## src/rtl/alu_arbiter.sv

```systemverilog
// alu_arbiter: round-robin arbiter sharing one ALU between two requesters,
// with divider wait/timeout and a held response handshake.
module alu_arbiter #(
   parameter int DIV_TIMEOUT = 64
) (
   input  logic        clk,
   input  logic        rst,
   input  logic        req0_valid,
   output logic        req0_ready,
   input  logic [3:0]  req0_op,
   input  logic [31:0] req0_a,
   input  logic [31:0] req0_b,
   input  logic        req1_valid,
   output logic        req1_ready,
   input  logic [3:0]  req1_op,
   input  logic [31:0] req1_a,
   input  logic [31:0] req1_b,
   output logic [31:0] alu_a,
   output logic [31:0] alu_b,
   output logic [3:0]  alu_op,
   input  logic        alu_done,
   input  logic [31:0] alu_res_high,
   input  logic [31:0] alu_res_low,
   output logic        rsp_valid,
   input  logic        rsp_ready,
   output logic        rsp_id,
   output logic        rsp_err,
   output logic [31:0] rsp_high,
   output logic [31:0] rsp_low
);
   localparam int CW = $clog2(DIV_TIMEOUT + 1);
   localparam logic [CW-1:0] CNT_LAST = CW'(DIV_TIMEOUT - 1);
   typedef enum logic [1:0] {IDLE, EXEC, WAIT_DIV, RESP} state_t;
   state_t state, state_n;
   logic pri, gnt, acc, illegal, div_end;
   logic [3:0] op_sel;
   logic [31:0] a_sel, b_sel;
   logic [CW-1:0] cnt;
   // pri names the requester favoured when both are valid
   always_comb begin
      gnt = req1_valid & (~req0_valid | pri);
      req0_ready = state == IDLE && req0_valid && !gnt;
      req1_ready = state == IDLE && gnt;
      acc = req0_ready | req1_ready;
      op_sel = gnt ? req1_op : req0_op;
      a_sel = gnt ? req1_a : req0_a;
      b_sel = gnt ? req1_b : req0_b;
      illegal = op_sel >= 4'd13;
      div_end = alu_done || cnt == CNT_LAST;
      state_n = state;
      case (state)
         IDLE:     if (acc) state_n = illegal ? RESP : (op_sel == 4'd3 ? WAIT_DIV : EXEC);
         EXEC:     state_n = RESP;
         WAIT_DIV: if (div_end) state_n = RESP;
         default:  if (rsp_ready) state_n = IDLE;
      endcase
   end
   assign rsp_valid = state == RESP;
   always_ff @(posedge clk or negedge rst) begin
      if (!rst) begin
         state <= IDLE;
         pri <= 1'b0;
         cnt <= '0;
         alu_op <= '0;
         alu_a <= '0;
         alu_b <= '0;
         rsp_id <= 1'b0;
         rsp_err <= 1'b0;
         rsp_high <= '0;
         rsp_low <= '0;
      end else begin
         state <= state_n;
         if (acc) begin
            pri <= ~gnt;
            alu_op <= op_sel;
            alu_a <= a_sel;
            alu_b <= b_sel;
            rsp_id <= gnt;
            cnt <= '0;
            rsp_err <= illegal;
            rsp_high <= '0;
            rsp_low <= '0;
         end
         if (state == EXEC || (state == WAIT_DIV && alu_done)) begin
            rsp_err <= 1'b0;
            rsp_high <= alu_res_high;
            rsp_low <= alu_res_low;
         end else if (state == WAIT_DIV) begin
            // on expiry the results stay at the zeros loaded on accept
            cnt <= cnt + 1'b1;
            rsp_err <= div_end;
         end
      end
   end
endmodule

```

## config.mk

```make
export PLATFORM = sky130hd
export DESIGN_NAME = alu_arbiter
export DESIGN_NICKNAME = d
export VERILOG_FILES = /design/src/rtl/alu_arbiter.sv
export SDC_FILE = /design/constraint.sdc
export NUM_CORES = 1
export LEC_CHECK = 0
export ABC_AREA = 0
export ABC_CLOCK_PERIOD_IN_PS = 1600
export BUFFER_PORTS_ARGS = -buffer_cell sky130_fd_sc_hd__buf_2
export CAP_MARGIN = 30
export CORE_AREA = 2 2 135 137
export CTS_BUF_LIST = sky130_fd_sc_hd__clkbuf_4 sky130_fd_sc_hd__clkbuf_8
export CTS_CLUSTER_DIAMETER = 60
export DETAILED_ROUTE_END_ITERATION = 10
export DIE_AREA = 0 0 137 139
export HOLD_SLACK_MARGIN = 0.15
export PLACE_DENSITY = 0.72
export SYNTH_ARGS = -nofsm -noshare
export SYNTH_HDL_FRONTEND = slang
export SYNTH_SLANG_ARGS = --single-unit
export TNS_END_PERCENT = 5
```

## constraint.sdc

```tcl
create_clock -name clk -period 1.6 [get_ports clk]
set_input_delay 0.16 -clock clk [delete_from_list [all_inputs] [get_ports clk]]
set_output_delay 0.16 -clock clk [all_outputs]
set_load 0.05 [all_outputs]
```

==> run metrics <==
Sw Ratio=52.8%; RR Startpoint=state[1]; First-pass DRT Iterations=5; RSZ-0062 raised after global routing=true; worst setup margin=-0.176 ns; fraction of layout cells with a size suffix above 1=38.9%; CP Data Arrival Time=1.62 ns; Max Slew Vio Count=0; P_sw=12.4 mW; final hold violations=0; critical path's largest stage delay=0.41 ns; Synth top area share=55.6%; clock latency on the worst-skew pair=0.45 ns; Layout Skew=0.0120 ns; antenna violations before repair=2; CP Cell Sequence=inv_2 -> buf_6 -> ha_4 -> buf_6 -> and3_4 -> buf_8; number of enable flip-flop cells after synthesis=0; Worst Hold Depth=4; clock sinks=144; kind of end point of the critical path=output port; Total GRT Usage=25.3%; Worst R2R Setup Slack=-0.13 ns; die width=137 µm; maximum vdd ir drop=1440 µV; CTS tree=built; Synth area leader=dfrtp_1; leakage=5.74 nW; Syn Std Cell Area=6480 µm²; Pwr Total=23.6 mW; post-DP HPWL=13400 µm; RR Endpoint=cnt[6]; post-synthesis cell count=573; status=finished with violations; clock slew at reported path FFs=0.09 ns; Clk network pwr share=12.6%; Cell Area, Placed=8520 µm²; failing checks=negative setup slack; Max Fanout on Critical Path=4; Initial DRC Count=382; Synth Net Count=784; Tcrit/Tclk final=111%; Max Cap Viol=0; Hold Crit Start=req0_a[19]; Longest Clk Path Bufs=2; wire per inst=18.1 µm; Setup-failing EPs final=65; core box area=17700 µm²; Slew @ Worst Pin=0.475 ns; IO buf count=342; Distinct cells, synth=42; Hold Path End=alu_a[19]; Highest Clock Rate=563 MHz; crit start category=flip-flop; detailed-route via count=6963; sequential fraction of the synthesis area=55.6%; Yosys Warn Count=0; Vias/cell=5.03; chip height=139 µm; Yosys reg bits=144; pwr/cell area=2080 nW/µm²; FF-to-FF path depth=7; Data required, critical path=1.44 ns; Core Rows=49; slew margin rel.=68.4%; RD Place Congestion=0.801; routed wire length=25000 µm; CTS Root Cell=clkbuf_8; pre-CTS setup slack=-0.367 ns; P_int=11.1 mW; largest net degree at the start of global routing=53; boundary pin count=343; cts bufs inserted=17; Overflow after GRT=0; final antenna-violating net count=0; most used cell along the critical path=buf_6; Worst Hold Class=primary input to flip-flop; vias in the first global route=7458; detailed-route DRC error count=0; fillers=1271; Combinational Power Share=61.2%; die footprint=19000 µm²; fin nets=1351; ys flop type=dfrtp_1; Tmin final=1.78 ns; top post-synthesis cells by area=dfrtp_1, mux2i_1, a22o_1, nand2b_1, a21oi_1; Layout area overhead=75.4%; Reg power frac=26.2%; final instance area=11400 µm²; H-Tree Depth=4; Initial Util=36.7%; Crit Path Class=flip-flop to output port; Synth async-reset ratio=100%; Syn Area/Cell=11.3 µm²; Critical-path top delay cell=dfrtp_1; first-pass GRT wire length=37400 µm
==> cell usage after synthesis, types with 3 or more instances <==
cell and count:
nor2_1 49, nand3_1 3, ha_1 5, a31oi_1 4
mux2i_1 68, buf_6 8, buf_4 5, inv_1 6
a22o_1 65, clkbuf_1 13, buf_2 15, nand2b_1 44
a21oi_1 46, nand2_1 32, dfrtp_1 144, o211ai_1 3
o21ai_0 32
==> worst max path at each step <==
stage	from	endpoint	slack, ns	cells after the start
after floorplan	pri	rsp_id	-0.02	6
after global placement	state[0]	rsp_high[5]	-0.26	6
after detailed placement	state[0]	rsp_low[19]	-0.37	6
after CTS	state[0]	cnt[6]	-0.17	6
after global routing	state[1]	req0_ready	-0.24	6
final	state[1]	req0_ready	-0.18	6
==> critical path: cells and delay by family (launching register included) <==
family                   cells  cell delay (ns)
buffers and inverters        4             0.43
adder cells (fa/ha/maj)      1             0.13
flip-flops                   1             0.41
AND/OR/NAND/NOR              1             0.20
==> state kept, by name (all words and copies together), names as in the netlist <==
name,count
alu_a,32
alu_b,32
rsp_high,32
rsp_low,32
cnt,7
alu_op,4
state,2
pri,1
rsp_err,1
rsp_id,1
==> cell usage in the layout (no fill, tap or decap), types with 2 or more instances in the layout <==
master / count
o21bai_1: 2
buf_4: 24
inv_2: 2
buf_6: 8
o21ai_2: 2
o211ai_1: 3
a22o_1: 65
and3_4: 2
inv_6: 5
dlygate4sd3_1: 201
dfrtp_1: 144
clkinvlp_4: 2
buf_12: 12
o2bb2ai_1: 2
o21ai_0: 18
clkbuf_8: 17
inv_8: 2
ha_4: 2
o21ai_1: 12
mux2i_1: 66
a21oi_1: 46
buf_8: 5
ha_1: 3
nand2b_1: 44
inv_1: 4
a31oi_1: 4
nand2_1: 31
nand3_1: 3
clkinv_4: 3
buf_2: 338
nor2_4: 5
clkinv_8: 2
nor2_1: 46
==> power by group through the flow <==
stage / Clock, mW / Sequential [mW] / Combinational, mW
finish: 2.96 / 6.19 / 14.4
global route: 3.16 / 6.35 / 15.2
CTS: 3.01 / 6.09 / 13.8
detailed placement: 0 / 6.13 / 12.4
global placement: 0 / 6.17 / 12.2
floorplan: 0 / 11.5 / 4.07
==> cells by family (layout without fill, tap and decap cells) <==
kind of cell	Yosys count	in the layout	synth area share, %
mux	68	68	10.5
simple gates	142	145	11.0
flops	144	144	55.6
compound gates	163	163	17.1
buf+inv	50	627	4.67
fa+ha+maj	5	5	0.965
xor+xnor	1	1	0.135
other cells	0	1	0
==> per-stage QoR <==
| step | TNS [ns] | hold WS [ns] | std cells | utilization (%) |
|---|---|---|---|---|
| 2_1_floorplan | -0.0351 | -0.136 | 573 | - |
| 3_3_place_gp | -16.89 | 0.130 | 1131 | 48.3 |
| 3_5_place_dp | -24.24 | 0.135 | 1131 | 48.3 |
| 4_1_cts | -9.07 | 0.158 | 1378 | 63.4 |
| 5_1_grt | -6.81 | 0.177 | 1383 | 64.4 |
| 6_report | -1.98 | 0.164 | 1383 | 64.4 |
==> repair_timing <==
action	CTS	global route
resized for setup	27	42
endpoints found under the setup margin	118	145
buffers inserted	11	3
endpoints found under the hold margin	277	0
cloned	3	1
hold buffers	201	0
pin swaps	5	25
==> metal layers <==
layer,vias to the layer above,global-route usage (%),wire length (µm)
li1,3173,-,-
met1,3322,28.7,9400
met2,370,42.5,12500
met3,96,6.91,1910
met4,2,14.7,1170
met5,-,0,13
==> final cells by class <==
class / count / area, µm² / share of cell area (%)
repair buffers: 589 / 4310 / 38.0
flip-flops and latches: 144 / 3600 / 31.7
multi-input cells: 382 / 2730 / 24.0
well taps: 229 / 287 / 2.52
clock buffers: 17 / 234 / 2.06
clock inverters: 15 / 170 / 1.50
inverters: 6 / 22.5 / 0.198
diodes: 1 / 2.50 / 0.0220
Note: power is estimated with default switching activity, not from simulation.
